`src/rtl/mult_arbiter.sv`:
```
// mult_arbiter: round-robin arbiter sharing one sequential 4x4 multiplier between two requesters
module mult_arbiter #(
  parameter int TIMEOUT = 28
) (
  input  logic       clk,
  input  logic       reset,
  input  logic       req0,
  input  logic       req1,
  input  logic [3:0] a0,
  input  logic [3:0] b0,
  input  logic [3:0] a1,
  input  logic [3:0] b1,
  output logic       gnt0,
  output logic       gnt1,
  output logic [3:0] m_a,
  output logic [3:0] m_b,
  output logic       m_xs,
  input  logic       m_fin,
  input  logic [7:0] m_mult,
  output logic [7:0] res,
  output logic       done0,
  output logic       done1,
  output logic       err,
  output logic       busy
);
  typedef enum logic [1:0] {IDLE, START, WAIT, DONE} state_t;
  localparam int CW = $clog2(TIMEOUT + 1);
  state_t state;
  logic [CW-1:0] cnt;
  logic owner;
  logic last;
  logic win;
  // Winner of this IDLE cycle: a lone requester wins, a tie goes to whoever was not served last
  always_comb win = (req0 && req1) ? ~last : req1;
  // Controller FSM; every output is a register updated on the state transition
  always_ff @(posedge clk or negedge reset) begin
    if (!reset) begin
      state <= IDLE;
      cnt   <= '0;
      owner <= 1'b0;
      last  <= 1'b1;
      gnt0  <= 1'b0;
      gnt1  <= 1'b0;
      m_a   <= '0;
      m_b   <= '0;
      m_xs  <= 1'b0;
      res   <= '0;
      done0 <= 1'b0;
      done1 <= 1'b0;
      err   <= 1'b0;
      busy  <= 1'b0;
    end else begin
      case (state)
        IDLE: if (req0 || req1) begin
          owner <= win;
          m_a   <= win ? a1 : a0;
          m_b   <= win ? b1 : b0;
          gnt0  <= ~win;
          gnt1  <= win;
          m_xs  <= 1'b1;
          err   <= 1'b0;
          busy  <= 1'b1;
          state <= START;
        end
        START: begin
          gnt0  <= 1'b0;
          gnt1  <= 1'b0;
          m_xs  <= 1'b0;
          cnt   <= '0;
          state <= WAIT;
        end
        WAIT: if (m_fin) begin
          res   <= m_mult;
          done0 <= ~owner;
          done1 <= owner;
          state <= DONE;
        end else if (cnt == CW'(TIMEOUT - 1)) begin
          err   <= 1'b1;
          busy  <= 1'b0;
          state <= IDLE;
        end else begin
          cnt <= cnt + 1'b1;
        end
        DONE: begin
          done0 <= 1'b0;
          done1 <= 1'b0;
          last  <= owner;
          busy  <= 1'b0;
          state <= IDLE;
        end
        default: state <= IDLE;
      endcase
    end
  end
endmodule

```
`config.mk`:
```
export PLATFORM = sky130hd
export DESIGN_NAME = mult_arbiter
export DESIGN_NICKNAME = d
export VERILOG_FILES = /design/src/rtl/mult_arbiter.sv
export SDC_FILE = /design/constraint.sdc
export NUM_CORES = 1
export LEC_CHECK = 0
export ABC_AREA = 1
export CORE_ASPECT_RATIO = 1.1
export CORE_MARGIN = 10
export CORE_UTILIZATION = 50
export CTS_BUF_LIST = sky130_fd_sc_hd__clkbuf_2
export DETAILED_ROUTE_END_ITERATION = 6
export PLACE_DENSITY = 0.87
export SKIP_CTS_REPAIR_TIMING = 1
export SYNTH_ARGS = -nofsm -noshare
export SYNTH_HDL_FRONTEND = slang
export SYNTH_SLANG_ARGS = --single-unit
```
`constraint.sdc`:
```
create_clock -name clk -period 3.8 [get_ports clk]
set_input_delay 0.76 -clock clk [delete_from_list [all_inputs] [get_ports clk]]
set_output_delay 0.76 -clock clk [all_outputs]
set_load 0.005 [all_outputs]
```
# Word level (Yosys, flattened, before mapping)
# Index checks and enable logic that the tools add are counted.
# word_totals
ff_bits,32
latch_bits,0
ramBits,0
rom_bits,0
input_bits,29
wordCells,71
mem_count,0
# op_classes
n_addsub,1
mul,0
div,0
order_cmp,0
n_eq_ne,10
n_shift,0
n_mux,27
bitwise,3
n_reduce_logical,16
# op_table
op,count
one-hot mux 1 bit (2 select lines),6
2-to-1 mux 1 bit,11
2-to-1 mux 5 bit,2
!= test 2 bit (second input constant),5
one-hot mux 5 bit (2 select lines),1
AND reduction 2 bit,5
2-to-1 mux 4 bit,2
one-hot mux 2 bit (4 select lines),1
AND reduction 4 bit,2
nonzero test 2 bit,4
2-to-1 mux 2 bit,3
adder 5 x 1 -> 5 bit (second input constant),1
== test 5 bit (second input constant),1
== test 2 bit (second input constant),2
!= test 3 bit (second input constant),1
inverter 1 bit,3
one-hot mux 1 bit (3 select lines),1
AND reduction 3 bit,1
nonzero test 3 bit,1
== test 2 x 1 -> 1 bit (second input constant),1
logical NOT 2 bit,1
logical AND 1 bit,1
logical OR 1 bit,1

# Longest topological paths before layout
# Gate-level depths: netlist of run 1.
# logic_depth
ltp_word,5
mapped_depth,9
mapped_depth_nobuf,9

# Least setup slack after synthesis of run 1
# OpenSTA, ideal clock, no wires.
# synth_path
kind,input -> register
start,input req0
end,register busy
arrival_ps,1238
path_slack_ps,2439
cell_stages,4
path_buffers,0
path_cell_list,o21ai_4 inv_2 nor2_2 a21oi_1
# synth_via
elab_chain_cells,3
# synth_lines
item,line_no,rtl
from (decl),7,"input logic req0,"
logical OR 1 bit,54,IDLE: if (req0 || req1) begin
!= test 2 bit (no source line),--,
AND reduction 4 bit (no source line),--,
to (signal assigned),51,busy <= 1'b0;
to (signal assigned),62,busy <= 1'b1;
to (signal assigned),79,busy <= 1'b0;
to (decl),24,output logic busy
# Every way passes these cells.
# A chain may end at the register's enable or synchronous reset.

# Worst setup path in the final report of run 1
# layout_path
start,register gnt1
end,output gnt1
# layout_lines
item,line_no,rtl
from (decl),14,"output logic gnt1,"
from (signal assigned),59,gnt1 <= win;
# No word-level cell between the ends.

==> metrics, run 1 <==
status finished clean; top cell type's share of synthesized area 51.1%; gr ovfl total 0; M2 GR Usage 20.6%; Top delay family on crit path buffers and inverters; yosys warns 0; vias in the first global route 1358; data required time at the worst endpoint 3.04 ns; IO Port Bufs 51; Longest Clk Path Bufs 2; GR Util met1 16.9%; GPL Wtd Cong 0.760; Syn Nets 213; final WL 3650 um; area grow syn2layout 37.4%; post-DP HPWL 2820 um; post-route ant nets 0; setup TNS 0 ns; mean post-synth cell area 8.30 um^2; die height 77.8 um; Clock Skew 0.0208 ns; Setup CP Type flip-flop to output port; diodes inserted 0; Worst-Margin Slew 0.436 ns; DRT Pass-1 Iters 4; Slew Viols, Final 0; commonest cells after routing, fill and taps aside nand2_1 (77), clkdlybuf4s50_1 (51), dfrtp_1 (31); worst-path fanout max 2; total CTS buffers 5; commonest non-fill, non-tap cell in the layout nand2_1; total clock sinks 32; Site Rows 20; CP arrival 1.29 ns; clk_lat worst skew 0.37 ns; cell count after synthesis 183; GRT met3 Usage 4.96%; final setup margin 1.75 ns; Slew HR 70.8%; clk slew on worst S/H paths 0.15 ns; layer with the highest usage met2; Vias 1330; first-pass GRT wire length 6250 um; routed len/inst 13.4 um; GRT Total Usage 13.7%; min cycle time layout 2.05 ns; Synth cell types 22; FF+latch count, synth 32; 1st-iter DRT viols 120; Netlist Area Pre-Place 1520 um^2; Startpoint Class flip-flop; worst min-delay path class flip-flop to flip-flop; initial core utilization 53.7%; chip width 72.6 um; Final Hold Viols 0; cell accounting for the most synthesized area dfrtp_1; Leakage 1.01 nW; Die Area 5640 um^2; root buffer cell clkbuf_2; IO Count 52; Final Cycle Share 54.0%; maximum capacitance violations 0; CP max-delay cell clkdlybuf4s50_1; Max VDD drop 419 uV; CTS tree built; Final Setup Violations 0; non-filler cells, final 273; Filler Cells Inserted 206; CP cell instances clkdlybuf4s50_1; pre-CTS worst setup slack 1.58 ns; Placeable Area 2830 um^2; layout cells sized above 1 10.4%; buffers and inverters on the worst path 1; DRC 0; CP peak stage delay 0.53 ns; initial antenna violation count 0; Final nets 269; power per standard cell area 685 nW/um^2; sequential share of the synthesized area 52.8%; RSZ-0062 raised after global routing false; Area contributors post-synth dfrtp_1 (51%), nand2_1 (19%), nand3_1 (4.3%); Clock H-tree levels 2; crit end category output port; Vias/cell 4.87; pin count of the biggest net entering global routing 33; # placed instances 265; fmax 487 MHz
[report_power, final]
| group | internal (mW) | switching (mW) |
|---|---|---|
| clock network | 0.0493 | 0.112 |
| registers | 0.482 | 0.0937 |
| logic | 0.349 | 0.345 |
[registers in the layout, summed over array words and instances, names as in the netlist, 2 cells and up]
name,flops
res,8
cnt,5
m_a,4
m_b,4
state,2
[cells in the mapped netlist]
master	number
nand2_1	77
dfrtp_1	31
inv_1	13
nand3_1	13
nor2_1	12
inv_2	4
o21ai_0	4
o21ai_1	4
a21oi_1	3
nand2_4	3
nor2_2	3
nor2_4	3
buf_6	2
nand4_1	2
o211ai_1	2
a31o_2	1
buf_4	1
dfstp_2	1
ha_1	1
nand3_2	1
nand3b_1	1
o21ai_4	1
[area by class of cell]
cell class | count | area (um^2) | share of cell area [%]
well taps | 33 | 41.3 | 1.98
clock inverters | 1 | 3.75 | 0.180
repair buffers | 52 | 518 | 24.8
multi-input cells | 131 | 623 | 29.9
inverters | 17 | 63.8 | 3.06
flip-flops and latches | 32 | 802 | 38.4
clock buffers | 7 | 35.0 | 1.68
[cell families after synthesis]
| kind of cell | after synthesis | synth area share [%] |
|---|---|---|
| buffers and inverters | 20 | 6.18 |
| adders and majority gates | 1 | 0.824 |
| AOI/OAI and AO/OA | 15 | 6.26 |
| and+or+nand+nor | 115 | 33.9 |
| DFF | 32 | 52.8 |
[final timing paths]
check                         start     end  slack [ns]  cells after the start
max                            gnt1    gnt1        1.75                      1
min                             err     err        0.49                      2
max reg2reg                state[0]  res[6]        2.32                      5
min reg2reg                     err     err        0.49                      2
max in group asynchronous     reset    last        2.72                      2
min in group asynchronous     reset   done1        0.76                      2
[through the flow]
stage	power (mW)	util, %	hold slack (ns)	area [um^2]
floorplan	0.952	-	0.463	1520
global placement	1.27	72.4	0.453	2050
detailed placement	1.28	72.4	0.457	2050
CTS	1.45	73.8	0.492	2090
global route	1.55	73.8	0.517	2090
finish	1.43	73.8	0.487	2090
[worst reg2reg max path, stage by stage, from the launching register on]
cell and delay, ns:
dfrtp_1 0.47, inv_2 0.13, nand3_2 0.33, inv_1 0.34
nand2_1 0.10, nand2_1 0.07
[layer usage]
layer,part of all wire (%),vias to the layer above
li1,-,687
met1,42,594
met2,49,40
met3,6.6,9
met4,2.7,0
met5,0,-
No activity file was read; power rests on OpenSTA's default activity.
==> run 2, diff against run 1 <==
--- a/config.mk
+++ b/config.mk
@@ -8,10 +8,10 @@
 export ABC_AREA = 1
 export CORE_ASPECT_RATIO = 1.1
 export CORE_MARGIN = 10
-export CORE_UTILIZATION = 50
+export CORE_UTILIZATION = 46
 export CTS_BUF_LIST = sky130_fd_sc_hd__clkbuf_2
 export DETAILED_ROUTE_END_ITERATION = 6
-export PLACE_DENSITY = 0.87
+export PLACE_DENSITY = 0.81
 export SKIP_CTS_REPAIR_TIMING = 1
 export SYNTH_ARGS = -nofsm -noshare
 export SYNTH_HDL_FRONTEND = slang
==> constraint.sdc (replaced) <==
create_clock -name clk -period 1.9 [get_ports clk]
set_input_delay 0.38 -clock clk [delete_from_list [all_inputs] [get_ports clk]]
set_output_delay 0.38 -clock clk [all_outputs]
set_load 0.005 [all_outputs]
==> metrics, run 2 (synthesized netlist as in run 1, its figures left out) <==
status finished clean; worst min-delay path class primary input to asynchronous set/reset pin; setup TNS 0 ns (unchanged); Startpoint Class flip-flop; Clock H-tree levels 2 (unchanged); Total Power 2.91 mW (+100%); IO Count 52 (unchanged); clk slew on worst S/H paths 0.15 ns (about the same); hold slack 0.381 ns (-0.106 ns); gr ovfl total 0 (unchanged); die height 80.3 um (+3.2%); DRT Pass-1 Iters 4 (unchanged); Vias/cell 4.92 (+1.1%); post-DP HPWL 2930 um (+3.7%); diodes inserted 0 (unchanged); commonest cells after routing, fill and taps aside nand2_1 (77), clkdlybuf4s50_1 (51), dfrtp_1 (31); initial core utilization 49.0% (-4.7 points); Worst-Margin Slew 0.391 ns (-0.0453 ns); biggest regs res x8, cnt x5; GPL Wtd Cong 0.797 (+4.9%); CP max-delay cell clkdlybuf4s50_1; post-route ant nets 0 (unchanged); Longest Clk Path Bufs 2 (unchanged); CTS tree built; RSZ-0062 raised after global routing false; total CTS buffers 5 (unchanged); GRT Total Usage 12.7% (-0.99 points); Slew Viols, Final 0 (unchanged); placed instance area 2080 um^2 (+1.4%); DRC 0 (unchanged); Slew HR 73.9% (+3.1 points); Max VDD drop 831 uV (+98%); Final Setup Violations 0 (unchanged); 1st-iter DRT viols 107 (-11%); Final nets 271 (+0.74%); crit end category output port; total clock sinks 32 (unchanged); vias in the first global route 1377 (+1.4%); max reg flops 8 (unchanged); commonest non-fill, non-tap cell in the layout nand2_1; root buffer cell clkbuf_2; area grow syn2layout 39.4%; Setup CP Type flip-flop to output port; data required time at the worst endpoint 1.52 ns (-1.52 ns); first-pass GRT wire length 5930 um (-5.1%); CP arrival 1.28 ns (about the same); min cycle time layout 1.66 ns; Final Cycle Share 87.1%; post-layout instance area 2120 um^2 (+1.4%); final WL 3730 um (+2.4%); Final Hold Viols 0 (unchanged); Top reg by flops res; Site Rows 21 (+5.0%); Leakage 1.03 nW (+1.7%); clk_lat worst skew 0.35 ns (-0.02 ns); routed len/inst 13.5 um (+1.3%); Vias 1359 (+2.2%); CP peak stage delay 0.53 ns (about the same); fmax 604 MHz; buffers and inverters on the worst path 1 (unchanged); initial antenna violation count 0 (unchanged); worst-path fanout max 2 (unchanged); Placeable Area 3100 um^2 (+9.6%); Clock Skew 0.00712 ns (-0.0137 ns); layout cells sized above 1 11.6% (+1.2 points); Die Area 6000 um^2 (+6.4%); power per standard cell area 1370 nW/um^2 (+100%); Top delay family on crit path buffers and inverters; CP cell instances clkdlybuf4s50_1; pin count of the biggest net entering global routing 33 (unchanged); maximum capacitance violations 0 (unchanged); IO Port Bufs 51 (unchanged); chip width 74.8 um (+3.1%)
==> run 2: metrics by stage <==
| step | util, % | setup WS [ns] | std cells |
|---|---|---|---|
| 2_1_floorplan | - | 0.663 | 183 |
| 3_3_place_gp | 67.0 | 0.236 | 268 |
| 3_5_place_dp | 67.0 | 0.213 | 268 |
| 4_1_cts | 68.3 | 0.227 | 276 |
| 5_1_grt | 68.3 | 0.184 | 276 |
| 6_report | 68.3 | 0.245 | 276 |
==> run 2: area by class of cell <==
type | count | area, um^2
Clock buffer | 8 | 40.0
Fill cell | 266 | 983
Inverter | 17 | 63.8
Multi-Input combinational cell | 131 | 623
Sequential cell | 32 | 802
Tap cell | 34 | 42.5
Timing Repair Buffer | 54 | 546
==> run 2: path summary, 6_finish.rpt <==
path                             start  slack [ns]  cells past startpoint      to
min in group clk                   err        0.49                      2     err
worst max register to register  cnt[0]        0.53                      9  cnt[3]
worst max-delay path            m_a[3]        0.24                      1  m_a[3]
worst min-delay path             reset        0.38                      2  m_a[1]
max in group asynchronous        reset        1.19                      2    last
worst min register to register     err        0.49                      2     err
==> run 2: routing by layer <==
metal	vias to the layer above	track usage (%)	wire (um)
li1	689	-	-
met1	630	13.4	1550
met2	31	21.5	1900
met3	9	4.55	195
met4	0	6.82	87
met5	-	0	0
==> run 2: where the power goes <==
group	leakage [nW]	switching [mW]	internal (mW)
Clock	0.0332	0.220	0.109
Sequential	0.404	0.185	0.964
Combinational	0.589	0.701	0.730
Total	1.03	1.11	1.80
==> run 2: worst reg2reg max path: stages (launching register included) <==
cell and delay, ns:
dfrtp_1 0.46, ha_1 0.26, inv_1 0.08, nor2_1 0.04
nand2_1 0.10, nand2_4 0.07, nand2_4 0.10, nand2_4 0.07
nand2_1 0.06, nand2_1 0.05
==> run 3, diff against run 2 <==
==> constraint.sdc (replaced) <==
create_clock -name clk -period 1.9 [get_ports clk]
set_input_delay 0.19 -clock clk [delete_from_list [all_inputs] [get_ports clk]]
set_output_delay 0.19 -clock clk [all_outputs]
set_load 0.005 [all_outputs]
==> metrics, run 3 (synthesized netlist as in run 1, its figures left out) <==
Setup CP Type flip-flop to output port; Vias 1346 (-0.96%); clk slew on worst S/H paths 0.15 ns (about the same); Slew HR 73.7% (-0.19 points); data required time at the worst endpoint 1.71 ns (+0.19 ns); final WL 3530 um (-5.5%); IO Count 52 (unchanged); area grow syn2layout 38.7%; Longest Clk Path Bufs 2 (unchanged); DRC 0 (unchanged); die height 80.3 um (unchanged); total CTS buffers 5 (unchanged); setup TNS 0 ns (unchanged); Final Cycle Share 76.8% (-10 points); Startpoint Class flip-flop; pin count of the biggest net entering global routing 33 (unchanged); clk_lat worst skew 0.35 ns (about the same); hold slack 0.201 ns (-0.180 ns); GPL Wtd Cong 0.798 (about the same); DRT Pass-1 Iters 4 (unchanged); min cycle time layout 1.46 ns (-0.197 ns); vias in the first global route 1368 (-0.65%); CP max-delay cell clkdlybuf4s50_1; post-layout instance area 2110 um^2 (-0.47%); commonest cells after routing, fill and taps aside nand2_1 (77), clkdlybuf4s50_1 (51), dfrtp_1 (31); root buffer cell clkbuf_2; RSZ-0062 raised after global routing false; Die Area 6000 um^2 (unchanged); Placeable Area 3100 um^2 (unchanged); fmax 685 MHz (+13%); first-pass GRT wire length 5940 um (+0.10%); placed instance area 2070 um^2 (-0.24%); worst min-delay path class primary input to asynchronous set/reset pin; buffers and inverters on the worst path 1 (unchanged); initial core utilization 49.0% (unchanged); max reg flops 8 (unchanged); Slew Viols, Final 0 (unchanged); gr ovfl total 0 (unchanged); CP cell instances clkdlybuf4s50_1; Final Setup Violations 0 (unchanged); Final nets 272 (+0.37%); final setup margin 0.441 ns (+0.197 ns); IO Port Bufs 51 (unchanged); Top reg by flops res; maximum capacitance violations 0 (unchanged); CTS tree built; Max VDD drop 675 uV (-19%); layout cells sized above 1 11.6% (unchanged); Top delay family on crit path buffers and inverters; worst-path fanout max 2 (unchanged); initial antenna violation count 0 (unchanged); diodes inserted 0 (unchanged); Clock Skew 0.0140 ns (+0.00689 ns); crit end category output port; routed len/inst 12.8 um (-5.5%); post-DP HPWL 2770 um (-5.5%); final design utilization 68.0% (-0.32 points); 1st-iter DRT viols 51 (-52%); GRT Total Usage 12.6% (-0.088 points); power per standard cell area 1360 nW/um^2 (-1.0%); Vias/cell 4.88 (-0.96%); status finished clean; Leakage 1.02 nW (-0.60%); total clock sinks 32 (unchanged); commonest non-fill, non-tap cell in the layout nand2_1; chip width 74.8 um (unchanged); CP peak stage delay 0.51 ns (-0.02 ns); Final Hold Viols 0 (unchanged); biggest regs res x8, cnt x5; Site Rows 21 (unchanged); post-route ant nets 0 (unchanged); pre-CTS worst setup slack 0.417 ns (+0.204 ns); Clock H-tree levels 2 (unchanged); Worst-Margin Slew 0.394 ns (+0.00283 ns); CP arrival 1.27 ns (about the same)
run 3: area by class of cell:
| type | instances | area, um^2 |
|---|---|---|
| fill | 268 | 993 |
| sequential | 32 | 802 |
| multi-input combinational | 131 | 623 |
| timing repair buffer | 55 | 541 |
| inverter | 17 | 63.8 |
| tap | 34 | 42.5 |
| clock buffer | 6 | 30.0 |
| clock inverter | 1 | 5.00 |
run 3: per-layer routing:
metal  track usage (%)  vias up  part of all wire (%)
li1                  -      689                     -
met1              14.2      624                    42
met2              21.0       29                    51
met3              5.41        4                   6.4
met4              3.98        0                   1.4
met5                 0        -                     0
run 3: metrics by stage:
stage | std cells | total power [mW]
floorplan | 183 | 1.90
global placement | 269 | 2.57
detailed placement | 269 | 2.59
CTS | 276 | 2.91
global route | 276 | 3.13
finish | 276 | 2.86
run 3: final timing paths:
| kind | from | endpoint | slack (ns) | cells after the start |
|---|---|---|---|---|
| setup reg to reg | cnt[0] | cnt[3] | 0.51 | 9 |
| hold / removal | reset | m_a[1] | 0.20 | 2 |
| min in group clk | m_mult[1] | res[1] | 0.36 | 3 |
| hold reg to reg | err | err | 0.49 | 2 |
| setup / recovery | m_a[2] | m_a[2] | 0.44 | 1 |
| max in group asynchronous | reset | last | 1.35 | 2 |
run 3: report_power, final:
part | total [mW] | switching [mW] | internal, mW
clock | 0.300 | 0.212 | 0.0878
combinational | 1.41 | 0.686 | 0.722
sequential | 1.16 | 0.191 | 0.964
total | 2.86 | 1.09 | 1.77
==> RTL change 1, RTL diff (flow settings as in run 2) <==
Make the reset (`reset`) synchronous in one clocked block.
--- a/src/rtl/mult_arbiter.sv
+++ b/src/rtl/mult_arbiter.sv
@@ -33,7 +33,7 @@
   // Winner of this IDLE cycle: a lone requester wins, a tie goes to whoever was not served last
   always_comb win = (req0 && req1) ? ~last : req1;
   // Controller FSM; every output is a register updated on the state transition
-  always_ff @(posedge clk or negedge reset) begin
+  always_ff @(posedge clk) begin
     if (!reset) begin
       state <= IDLE;
       cnt   <= '0;
Formal check against the unedited RTL: differs if reset is asserted again (counterexample within 4 cycles, from zero or initial values and one cycle with reset low); with reset held inactive, the same outputs for 10 cycles.
==> RTL change 1 against run 2 <==
Sequential cell count is the same. Die area shrank 5.0%. Routed wire length up 2.6%. Critical endpoint is now done1. Critical path type unchanged. Clock skew up 0.0034 ns. Setup slack better by 0.036 ns. Largest cell class is now multi-input combinational cells. Count of clock-buffer cells in the layout shrank 2. Area after synthesis decreased by 6.7%. Final area fell by 4.8%. Highest routed layer unchanged.
Power is not compared: it rests on default switching activity, and its combinational part moved more than twofold at a synthesized area within 25%.
==> RTL change 1: results (changes against run 2) <==
Run status
  – Status: completed

Layout
  – Largest registers: res: 8 flops, cnt: 5 flops
  – NumNets Final: 284 (+4.8%)
  – Layout cells sized above 1: 7.06% (-4.5 points)
  – Number of antenna cells inserted: 0 (unchanged)
  – Fill count: 273 (+2.6%)
  – Cell Count, Final, Fillers Out: 289 (+4.7%)

Placed design
  – Post-DP HPWL: 2880 µm (-1.7%)
  – Worst slack at placement: 0.247 ns (+0.0343 ns)
  – Final GP Congestion: 0.822 (+3.1%)
  – Placed cell area: 0.00195 mm² (-6.1%)
  – PortBufs: 51 (unchanged)

Worst setup path
  – Slowest stage cell, crit path: clkdlybuf4s50_1
  – R2R Path Start: state[0]
  – CP arrival: 1.24 ns (-0.04 ns)
  – FF-to-FF setup slack: 0.42 ns (-0.11 ns)
  – CP startpoint: done1
  – Critical Path End: done1
  – Worst flop-to-flop path endpoint: m_b[0]
  – Reg2Reg Depth: 6 (-3)
  – Largest stage delay, worst path: 0.52 ns

Detailed routing
  – Vias/cell: 4.99 (+1.3%)
  – DRT antenna net count: 0 (unchanged)
  – Iter 0 DRT Violations: 83 (-22%)
  – WL met3: 268 µm (+37%)
  – Total wire length: 3830 µm (+2.6%)
  – DR WL met2: 2030 µm (+6.6%)
  – M1 WL: 1510 µm (-2.8%)
  – DRT Pass-1 Iters: 4 (unchanged)

Yosys
  – Sequential area share after synthesis: 45.2% (-7.6 points)
  – Distinct cells, synth: 23 (+4.5%)
  – Top cells by area, synth: dfxtp_1 45%, nand2_1 17%, nand3_1 9.5%
  – Post-synth ARST share: 0% (-100 points)
  – Mapped Nets: 228 (+7.0%)
  – Mapped Cells: 198 (+8.2%)
  – Warnings from Yosys: 0 (unchanged)
  – Commonest cells in the netlist: 64 x nand2_1, 32 x dfxtp_1, 27 x nand3_1

Hold path
  – Worst Hold Launch: res[5]
  – Hold Path Class: flop to flop

GRT
  – Largest net degree at the start of global routing: 21 (-36%)
  – GRT Resource Usage Total: 13.9% (+1.2 points)
  – Met3 usage: 6.04% (+1.5 points)
  – First-pass GRT wire length: 6620 µm (+12%)
  – Global Route met2 Usage: 24.6% (+3.1 points)
  – Met1 GRT Util: 15.0% (+1.5 points)
  – Vias in the first global route: 1491 (+8.3%)

Timing
  – Worst Clk Skew: 0.0105 ns (+0.00336 ns)
  – Fin crit share: 85.2% (-1.9 points)
  – Worst hold slack: 0.475 ns (+0.0935 ns)
  – Rel. slew slack: 57.2% (-17 points)

Power
  – P_leak: 0.849 nW

Clocking
  – Num CTS Buffers: 5 (unchanged)
  – H-tree level count: 2 (unchanged)
==> RTL change 1: cell types whose count changed in the layout (fill, tap and decap cells not counted), sizes merged, moves of 7 or more <==
cell   change
a31oi      +8
dfrtp     -31
o21ai      -7
nand3     +13
a21oi     +11
dfxtp     +32
nand2     -13
==> RTL change 1: cell families after synthesis <==
family / count (synthesis) / synth area share (%)
and+or+nand+nor: 117 / 35.8
DFF: 32 / 45.2
AOI/OAI and AO/OA: 25 / 9.97
buffers and inverters: 23 / 8.12
adders and majority gates: 1 / 0.882
==> RTL change 1: layout make-up <==
type	count	area, µm²	area share [%]
Sequential cell	32	641	31.8
Tap cell	34	42.5	2.11
Multi-Input combinational cell	143	662	32.8
Timing Repair Buffer	55	541	26.8
Clock buffer	6	30.0	1.49
Clock inverter	2	35.0	1.74
Inverter	17	65.1	3.23
==> RTL change 2, RTL diff (flow settings as in run 2) <==
Without the edit above. The parameter `TIMEOUT` goes from 28 to 14.
--- a/src/rtl/mult_arbiter.sv
+++ b/src/rtl/mult_arbiter.sv
@@ -1,6 +1,6 @@
 // mult_arbiter: round-robin arbiter sharing one sequential 4x4 multiplier between two requesters
 module mult_arbiter #(
-  parameter int TIMEOUT = 28
+  parameter int TIMEOUT = 14
 ) (
   input  logic       clk,
   input  logic       reset,
Formal check against the unedited RTL: same outputs for any inputs over 10 cycles, from zero or initial values and one cycle with reset low; that may be too few to reach the edited logic, so the function may still have changed.
==> RTL change 2 against run 2 <==
Count of clock-buffer cells in the layout down 2. Global-route usage up 0.43 points. Setup slack got worse by 0.026 ns. Sequential cell count shrank 1. Routed wire length decreased by 4.3%. Clock skew rose by 0.014 ns. Die area shrank 2.8%. First-iteration DRC count fell by 21%. Synthesized cell count decreased by 7.7%. Total power is 0.38% lower. Final area decreased by 4.1%. Area after synthesis shrank 3.7%. Critical path type unchanged. Largest cell class unchanged. Largest power group unchanged.
==> RTL change 2: results (changes against run 2) <==
Worst setup path
  – Reg2Reg Depth: 7 (-2)
  – Worst flop-to-flop path endpoint: cnt[2]
  – CP arrival: 1.30 ns (+0.02 ns)
  – FF-to-FF setup slack: 0.55 ns (+0.02 ns)

Layout
  – Inverters: 12 (-5)
  – Clock buffer cells: 6 (-2)
  – Sequential share of cell area: 38.3% (+0.38 points)
  – Fill count: 261 (-1.9%)
  – Area of the multi-input gates: 592 µm² (-5.0%)
  – NumNets Final: 256 (-5.5%)
  – Finished Cell Area: 0.00203 mm² (-4.1%)
  – Final clock-cell share: 1.91% (+0.019 points)
  – Layout cells sized above 1: 9.73% (-1.8 points)
  – Comb_multi_in: 121 (-7.6%)
  – Signal buf overhead: 26.2% (+0.48 points)
  – Number of antenna cells inserted: 0 (unchanged)

GRT
  – First-pass GRT wire length: 6050 µm (+2.0%)
  – GRT Resource Usage Total: 13.1% (+0.43 points)
  – Vias in the first global route: 1266 (-8.1%)
  – Largest net degree at the start of global routing: 32 (-3.0%)

Detailed routing
  – Total wire length: 3570 µm (-4.3%)
  – WL met3: 306 µm (+57%)
  – Iter 0 DRT Violations: 84 (-21%)
  – Uppermost layer routed: met4
  – Wire per inst: 13.7 µm (+1.5%)
  – M1 WL: 1440 µm (-6.8%)
  – Vias/cell: 4.93 (+0.14%)
  – DR WL met2: 1780 µm (-6.7%)

Placed design
  – Post-placement cell count: 252 (-6.0%)
  – Final GP Congestion: 0.798 (about the same)
  – Post-DP HPWL: 2720 µm (-7.3%)
  – Worst slack at placement: 0.193 ns (-0.0196 ns)

Power
  – P_leak: 0.990 nW (-3.6%)
  – Sequential share of power: 40.7% (+1.2 points)
  – Worst IR Drop VDD: 861 µV (+3.7%)
  – Cell-internal power: 1.78 mW (-1.2%)
  – Total power: 2.90 mW (-0.38%)

Yosys
  – Mapped Nets: 200 (-6.1%)
  – Seq cells post-synth: 31 (-3.1%)
  – Sequential area share after synthesis: 53.1% (+0.32 points)
  – Commonest cells in the netlist: 66 x nand2_1, 30 x dfrtp_1, 20 x nand3_1
  – Avg Inst Size Synth: 8.65 µm² (+4.3%)
  – Distinct cells, synth: 24 (+9.1%)
  – Top cells by area, synth: dfrtp_1 51%, nand2_1 17%, nand3_1 6.8%

Timing
  – Rel. slew slack: 74.2% (+0.26 points)
  – Worst hold slack: 0.375 ns (-0.00638 ns)
  – Worst Clk Skew: 0.0209 ns (+0.0138 ns)

Hold path
  – Hold Path Class: input port to async pin

Clocking
  – Num CTS Buffers: 5 (unchanged)
  – Worst-path clk slew: 0.17 ns (+0.02 ns)
  – Clock latency reported for the late side of the worst-skew pair: 0.37 ns (+0.02 ns)

Floorplanning
  – Die ar.: 0.00584 mm² (-2.8%)

Run status
  – Status: completed
RTL change 2: worst max path at each step:
stage | start | endpoint | slack, ns | cells past startpoint
after global placement | req0 | m_a[1] | 0.23 | 6
final | busy | busy | 0.22 | 1
after global routing | busy | busy | 0.14 | 1
after detailed placement | req0 | m_a[2] | 0.19 | 6
after floorplan | cnt[1] | busy | 0.73 | 7
after CTS | busy | busy | 0.18 | 1
RTL change 2: kinds of logic (layout without fill, tap and decap cells):
family / Yosys count / after routing / synth area share, %
compound gates: 12 / 12 / 5.82
xor+xnor: 1 / 1 / 0.599
fa+ha+maj: 2 / 2 / 1.71
buf+inv: 17 / 74 / 6.42
flops: 31 / 31 / 53.1
simple gates: 106 / 106 / 32.3
RTL change 2: per-layer routing:
layer / track usage [%] / up-vias
li1: - / 661
met1: 15.6 / 576
met5: 0 / -
met3: 6.47 / 6
met2: 19.8 / 39
met4: 5.04 / 0
